### src/rtl/mem_req_arbiter.sv
// rtl/mem_req_arbiter.sv - fixed-priority D > I > PF memory-port arbiter with completion tag routing
// Optional grant/reject/throttle counters are enabled with `define ARB_STATS_EN.
module mem_req_arbiter #(
  parameter int MAX_OUTSTANDING = 8,
  parameter int ADDR_W          = 32,
  parameter int DATA_W          = 64
) (
  input  logic              clock,
  input  logic              reset,
  input  logic [1:0]        dcache_cmd,
  input  logic [ADDR_W-1:0] dcache_addr,
  input  logic [DATA_W-1:0] dcache_data,
  input  logic              icache_req,
  input  logic [ADDR_W-1:0] icache_addr,
  input  logic              pf_req,
  input  logic [ADDR_W-1:0] pf_addr,
  input  logic [3:0]        mem2proc_response,
  input  logic [3:0]        mem2proc_tag,
  input  logic [DATA_W-1:0] mem2proc_data,
  output logic [1:0]        proc2mem_command,
  output logic [ADDR_W-1:0] proc2mem_addr,
  output logic [DATA_W-1:0] proc2mem_data,
  output logic [3:0]        dcache_resp_tag,
  output logic [3:0]        icache_resp_tag,
  output logic [3:0]        pf_resp_tag,
  output logic              dcache_done,
  output logic              icache_done,
  output logic              pf_done,
  output logic [3:0]        done_tag,
  output logic [DATA_W-1:0] done_data,
  output logic [3:0]        outstanding_cnt
`ifdef ARB_STATS_EN
  ,
  output logic [15:0]       stat_grant_d,
  output logic [15:0]       stat_grant_i,
  output logic [15:0]       stat_grant_pf,
  output logic [15:0]       stat_reject,
  output logic [15:0]       stat_throttle
`endif
);

  localparam logic [1:0] CMD_LOAD  = 2'd1;
  localparam logic [1:0] CMD_STORE = 2'd2;
  localparam logic [1:0] SRC_D     = 2'd0;
  localparam logic [1:0] SRC_I     = 2'd1;
  localparam logic [1:0] SRC_PF    = 2'd2;

  logic [15:0] valid_q;
  logic [1:0]  src_q [16];
  logic [3:0]  cnt_q;

  logic       under_limit;
  logic       gnt_d, gnt_i, gnt_pf, any_gnt;
  logic       is_load, alloc, complete, accepted;
  logic [1:0] gnt_src, done_src;

  assign under_limit = int'(cnt_q) < MAX_OUTSTANDING;
  assign gnt_d       = dcache_cmd != 2'd0;
  assign gnt_i       = !gnt_d && icache_req;
  assign gnt_pf      = !gnt_d && !icache_req && pf_req && under_limit;
  assign any_gnt     = gnt_d || gnt_i || gnt_pf;
  assign is_load     = gnt_d ? (dcache_cmd == CMD_LOAD) : (gnt_i || gnt_pf);
  assign accepted    = any_gnt && (mem2proc_response != 4'd0);
  assign alloc       = !reset && is_load && (mem2proc_response != 4'd0);
  assign complete    = !reset && (mem2proc_tag != 4'd0) && valid_q[mem2proc_tag];
  assign gnt_src     = gnt_d ? SRC_D : (gnt_i ? SRC_I : SRC_PF);
  assign done_src    = src_q[mem2proc_tag];
  assign done_data   = mem2proc_data;

  always_comb begin
    proc2mem_command = 2'd0;
    proc2mem_addr    = '0;
    proc2mem_data    = '0;
    dcache_resp_tag  = 4'd0;
    icache_resp_tag  = 4'd0;
    pf_resp_tag      = 4'd0;
    dcache_done      = 1'b0;
    icache_done      = 1'b0;
    pf_done          = 1'b0;
    done_tag         = 4'd0;
    outstanding_cnt  = 4'd0;
    if (!reset) begin
      outstanding_cnt = cnt_q;
      if (gnt_d) begin
        proc2mem_command = dcache_cmd;
        proc2mem_addr    = dcache_addr;
        dcache_resp_tag  = mem2proc_response;
        if (dcache_cmd == CMD_STORE) proc2mem_data = dcache_data;
      end else if (gnt_i) begin
        proc2mem_command = CMD_LOAD;
        proc2mem_addr    = icache_addr;
        icache_resp_tag  = mem2proc_response;
      end else if (gnt_pf) begin
        proc2mem_command = CMD_LOAD;
        proc2mem_addr    = pf_addr;
        pf_resp_tag      = mem2proc_response;
      end
      // The done pulse follows the source recorded before any same-cycle reallocation.
      if (complete) begin
        done_tag    = mem2proc_tag;
        dcache_done = done_src == SRC_D;
        icache_done = done_src == SRC_I;
        pf_done     = done_src == SRC_PF;
      end
    end
  end

  always_ff @(posedge clock) begin
    if (reset) begin
      valid_q <= '0;
      cnt_q   <= 4'd0;
    end else begin
      if (complete) valid_q[mem2proc_tag] <= 1'b0;
      if (alloc) begin
        valid_q[mem2proc_response] <= 1'b1;
        src_q[mem2proc_response]   <= gnt_src;
      end
      case ({alloc, complete})
        2'b10:   if (cnt_q != 4'd15) cnt_q <= cnt_q + 4'd1;
        2'b01:   if (cnt_q != 4'd0)  cnt_q <= cnt_q - 4'd1;
        default: cnt_q <= cnt_q;
      endcase
    end
  end

`ifdef ARB_STATS_EN
  always_ff @(posedge clock) begin
    if (reset) begin
      stat_grant_d  <= 16'd0;
      stat_grant_i  <= 16'd0;
      stat_grant_pf <= 16'd0;
      stat_reject   <= 16'd0;
      stat_throttle <= 16'd0;
    end else begin
      if (accepted && gnt_d && stat_grant_d != 16'hFFFF)   stat_grant_d  <= stat_grant_d + 16'd1;
      if (accepted && gnt_i && stat_grant_i != 16'hFFFF)   stat_grant_i  <= stat_grant_i + 16'd1;
      if (accepted && gnt_pf && stat_grant_pf != 16'hFFFF) stat_grant_pf <= stat_grant_pf + 16'd1;
      if (any_gnt && !accepted && stat_reject != 16'hFFFF) stat_reject   <= stat_reject + 16'd1;
      if (pf_req && !under_limit && stat_throttle != 16'hFFFF)
        stat_throttle <= stat_throttle + 16'd1;
    end
  end
`else
  logic unused_accepted;
  assign unused_accepted = accepted;
`endif

endmodule

### config.mk
export PLATFORM = sky130hd
export DESIGN_NAME = mem_req_arbiter
export DESIGN_NICKNAME = d
export VERILOG_FILES = /design/src/rtl/mem_req_arbiter.sv
export SDC_FILE = /design/constraint.sdc
export NUM_CORES = 1
export LEC_CHECK = 0
export BUFFER_PORTS_ARGS = -buffer_cell sky130_fd_sc_hd__buf_2
export CAP_MARGIN = 20
export CELL_PAD_IN_SITES_DETAIL_PLACEMENT = 0
export CELL_PAD_IN_SITES_GLOBAL_PLACEMENT = 1
export CORE_AREA = 8 8 156 158
export CTS_CLUSTER_DIAMETER = 120
export DETAILED_ROUTE_END_ITERATION = 16
export DIE_AREA = 0 0 164 166
export PLACE_DENSITY = 0.7
export SYNTH_ARGS = -nofsm -noshare
export SYNTH_HDL_FRONTEND = slang
export SYNTH_SLANG_ARGS = --single-unit
export TNS_END_PERCENT = 20
### constraint.sdc
create_clock -name clock -period 6.9 [get_ports clock]
set_input_delay 0 -clock clock [delete_from_list [all_inputs] [get_ports clock]]
set_output_delay 0 -clock clock [all_outputs]
set_load 0.005 [all_outputs]
# Word-level counts from Yosys, hierarchy flattened
# Memories as Yosys holds them, arrays and structs flattened.
# Cells that the tools add are included.
# op_classes
n_addsub,2
eq_ne,9
magnitude_cmp,5
n_bitwise,3
n_reduce_logical,21
mux,47
# op_table
operator,count
$mux 64,3
$mux 32,4
$mux 4,14
$mux 16,3
$and 16x16->16,1
$not 16->16,1
$or 16x16->16,1
$mux 1,15
$reduce_bool 4->1,3
$logic_and 1x1->1,10
$lt 4x5->1 const B,2
$demux 1 s4,2
$ge 4x1->1 const B,2
$mux 2,4
$pmux 4 s2,1
$eq 2x1->1 const B,3
$eq 2x2->1 const B,3
$add 4x1->4 const B,1
$bmux 1 s4,1
$lt 4x4->1 const B,1
$ne 2x2->1 const B,2
$ne 4x4->1 const B,1
$reduce_bool 2->1,2
$sub 4x1->4 const B,1
4 further kinds,6
# totals
reg_bits,20
inputBits,238
elab_cells,90
ramBits,32
n_memories,1
out_inout_bits,185
# mem_list
name,depth,word_bits,rd,rd_ports_with_merged_regs,wr,line,text
src_q,16,2,1,0,1,49,logic [1:0] src_q [16];

# Depth between registers and ports, before layout
# depth
word_depth,12
depth_mapped,13
ltp_nobuf,11

# Least setup slack after synthesis
# No wires, ideal clock.
# synth_path
path_kind,flip-flop to flip-flop
startpoint,register valid_q[13]
endpoint,register cnt_q[2]
period_less_slack_ns,2.663
n_path_buf,1
setup_time_ns,0.060
path_slack_ns,4.237
t_arrival_ns,2.603
stages_incl_launch_ff,13
t_required_ns,6.840
cell_sequence,dfxtp_1 mux4_2 a22o_1 a21oi_4 buf_2 nor2_1 xor2_1 ha_1 nor2_1 inv_1 or4b_1 a21oi_1 a311o_1
# synth_via
elab_chain_len,6
word_cells_on_any_way,10
cone_classes,4 x eq/ne; 3 x mux; 3 x reduce/logical
# synth_lines
item,line,text
from (decl),48,logic [15:0] valid_q;
from (signal assigned),110,valid_q <= '0;
"from (signal, indexed assignment)",113,if (complete) valid_q[mem2proc_tag] <= 1'b0;
"from (signal, indexed assignment)",115,valid_q[mem2proc_response] <= 1'b1;
$bmux 1 s4 (*),65,assign complete = !reset && (mem2proc_tag != 4'd0) && valid_q[mem2proc_tag];
$mux 1 (not written as such) (*),65,
$logic_and 1x1->1 (*),65,
$eq 2x1->1 or $eq 2x2->1 (tied branches),118,"case ({alloc, complete})"
$ne 2x2->1 (no line) or $reduce_bool 2->1 (tied branches),n/a,
$reduce_and 3->1 (no line),n/a,
to (signal assigned),119,2'b10: if (cnt_q != 4'd15) cnt_q <= cnt_q + 4'd1;
to (signal assigned),120,2'b01: if (cnt_q != 4'd0) cnt_q <= cnt_q - 4'd1;
to (signal assigned),121,default: cnt_q <= cnt_q;
to (decl),50,logic [3:0] cnt_q;
# Every way passes the cells marked *; elsewhere a longest branch is shown, timed or not. The select of a mux whose other input is x is not followed.
# A chain may end at the register's enable or synchronous reset.

# Worst setup path after layout
# layout_path
startpoint,register valid_q[15]
endpoint,register cnt_q[2]
# Same word-level chain as after synthesis.

==> impl_metrics.py <==
metrics = {
    "outcome": {
        "status": "complete, no violations",
    },
    "route": {
        "drt_iter0_drc": 328,
        "viasPerCell": 4.498,
        "wl_um": 20180,
        "vias": 4565,
        "drtPass1Iterations": 5,
        "postRouteAntennaNets": 0,
        "drt-wirelength-per-cell_um": 19.88,
        "drc_errors": 0,
    },
    "synth": {
        "yosysWarnings": 0,
        "syn_avg_cell_area_um2": 8.109,
        "postSynthCellCount": 524,
        "netlist_area_mm2": 0.004249,
        "seq_area_frac_synth_pct": 31.57,
        "synth.ff_latch_count": 51,
        "synth_enable_flop_cells": 32,
        "synth_cell_type_count": 48,
        "ys.flop_type": "edfxtp_1",
        "synthArstFlopShare_pct": 0,
    },
    "job": {
        "maxCapViolations": 0,
    },
    "clocking": {
        "root_buffer": "clkbuf_16",
        "cts_tree": "yes",
        "cts.sinks": 51,
        "postCtsResizedCells": 0,
        "cts.path.max_buffers": 2,
        "cts_hold_buffers": 0,
        "cts_made_buffers": 5,
        "clk_pin_slew_ns": 0.06,
        "clk_latency_ns": 0.28,
        "post_cts_buffers": 0,
        "cts_htree_levels": 2,
    },
    "placement": {
        "dp_hpwl_um": 17040,
        "place_area_mm2": 0.005479,
        "place_congestion": 0.8701,
        "io_buffer_count": 294,
        "placed_cells": 1005,
    },
    "die": {
        "die_h_um": 166,
        "rows": 55,
        "initial_core_util_pct": 19.24,
        "top_level_ports": 423,
        "die_x_um": 164,
        "die-area_mm2": 0.02722,
        "coreArea_mm2": 0.02209,
    },
    "global_route": {
        "grt_overflow_total": 0,
        "grt_pass1_wl_um": 29520,
        "first_global_vias": 4740,
        "grt_antenna_before_repair": 1,
        "grt_max_degree": 65,
        "track_usage_pct": 14.15,
    },
    "power_and_ir_drop": {
        "p_per_area_mw_per_mm2": 138.0,
        "leakage_nw": 2.692,
        "ir_drop_mv": 0.09167,
    },
    "timing": {
        "period_share_pct": 40.73,
        "rsz0062_at_grt": "false",
        "finalSetupTns_ns": 0,
        "finalCriticalPeriod_ns": 2.810,
        "setup_viol": 0,
        "hold_viol_final": 0,
        "fin_skew_ns": 0.002681,
        "clock.fmax_mhz": 355.9,
        "drv_slew": 0,
        "tightest_slew_ns": 0.7320,
        "relSlewSlack_pct": 51.20,
    },
    "worst_setup_path": {
        "cp_max_fo": 15,
        "worst-setup-path-type": "reg2reg",
        "critPathLaunchType": "register",
        "cp.arrival_ns": 3.04,
        "critical_path_required_ns": 7.13,
        "cp-end-kind": "register",
    },
    "layout": {
        "area_growth_pct": 33.45,
        "seq_area_mm2": 0.001341,
        "final_cell_area_mm2": 0.005670,
        "nets": 968,
        "n_antenna_cell": 0,
        "layoutNonFillerInstCount": 1015,
        "multi_input_area_mm2": 0.002220,
        "drive_gt1_share_pct": 45.21,
        "fillers": 2442,
    },
    "worst_hold_path": {
        "min_path_type": "in2out",
    },
}
-- cell usage in the layout (no fill, tap or decap), drive strengths merged, types with 5 or more instances in the layout --
master	count
nand4	5
a31oi	32
and2	65
nor2	27
nor2b	14
mux4	15
inv	15
clkbuf	5
dfxtp	19
buf	300
a21oi	17
edfxtp	32
nand3	38
nand2b	5
nand2	82
o21ai	15
nor3b	5
-- power breakdown --
group	switching, mW	internal [mW]	leakage, nW	total [mW]
Combinational	0.0949	0.0853	2.22	0.180
Clock	0.103	0.169	0.0812	0.272
Sequential	0.00324	0.328	0.394	0.331
Total	0.201	0.582	2.69	0.783
-- cell usage after synthesis (2+ instances only) --
| library cell | instances | area [um^2] |
|---|---|---|
| nor4b_1 | 2 | 17.52 |
| nor2b_1 | 14 | 87.58 |
| nand2b_1 | 5 | 31.28 |
| inv_1 | 15 | 56.30 |
| o21ai_0 | 15 | 75.07 |
| edfxtp_1 | 32 | 960.9 |
| nor3b_1 | 5 | 37.54 |
| a31oi_1 | 32 | 200.2 |
| nor3_1 | 3 | 15.01 |
| nor2_1 | 27 | 101.4 |
| buf_6 | 2 | 22.52 |
| and2_1 | 65 | 406.6 |
| nand2_1 | 82 | 307.8 |
| clkbuf_1 | 28 | 105.1 |
| o21a_1 | 2 | 15.01 |
| dfxtp_1 | 19 | 380.4 |
| buf_1 | 5 | 18.77 |
| buf_2 | 4 | 20.02 |
| a21oi_1 | 16 | 80.08 |
| mux4_2 | 15 | 337.8 |
| a311o_1 | 2 | 20.02 |
| nand3_1 | 38 | 190.2 |
| buf_4 | 64 | 480.5 |
| mux2i_1 | 2 | 20.02 |
| nand4_1 | 5 | 31.28 |
| nor4_1 | 2 | 12.51 |
| or2_2 | 2 | 12.51 |
-- per-stage QoR --
stage	hold slack, ns	worst slack [ns]	utilization [%]	power [mW]
after floorplan	0.08082	4.237	-	0.4496
after global placement	0.00003458	3.819	24.80	0.5180
after detailed placement	0.00003458	3.818	24.80	0.5189
after CTS	0.00003458	4.087	25.55	0.7906
after global routing	0.00001503	3.870	25.67	0.8218
final	0.000001429	4.090	25.67	0.7827
-- layer usage --
metal	wire length, um	up-vias	track usage [%]
met5	13	-	0
met4	282	2	2.847
met3	2287	28	5.825
met2	9097	278	22.48
met1	8494	2115	17.63
li1	-	2142	-
-- worst max-delay path, cell delays in order, from the launching register on --
cell	delay (ns)
dfxtp_1	0.33
mux4_2	0.46
a22o_1	0.26
a21oi_4	0.37
nor2_1	0.11
xor2_1	0.16
ha_1	0.19
nor2_1	0.08
inv_1	0.05
or4b_1	0.46
a21oi_1	0.16
a311o_1	0.12
-- logic make-up after synthesis --
family / after synthesis / share of synthesized area (%)
adder cells (fa/ha/maj): 1 / 0.2944
multiplexers: 18 / 8.687
AND/OR/NAND/NOR: 256 / 30.60
XOR/XNOR: 1 / 0.2062
flip-flops: 51 / 31.57
AO/OA/AOI/OAI: 77 / 11.93
buffers and inverters: 119 / 16.64
other: 1 / 0.08825
-- final timing paths --
| check | start | end | slack (ns) | cells after the start |
|---|---|---|---|---|
| worst max-delay path | valid_q[15]$_SDFF_PP0_ | cnt_q[2]$_SDFFE_PP0P_ | 4.09 | 11 |
| worst min-delay path | mem2proc_data[2] | done_data[2] | 0.000001 | 0 |
| worst max register to register | valid_q[15]$_SDFF_PP0_ | cnt_q[2]$_SDFFE_PP0P_ | 4.09 | 11 |
| worst min register to register | valid_q[10]$_SDFF_PP0_ | valid_q[10]$_SDFF_PP0_ | 0.48 | 2 |
-- registers in the layout, indices dropped and copies added (netlist names) --
signal,cells
src_q,32
valid_q,15
cnt_q,4
-- cell type report --
type / count / share of cell area, %
clock inverter: 3 / 0.6840
multi-input combinational: 355 / 39.14
timing repair buffer: 300 / 26.96
inverter: 16 / 1.059
sequential: 51 / 23.65
tap: 285 / 6.289
clock buffer: 5 / 2.207
Power figures use the tool's default switching activity.
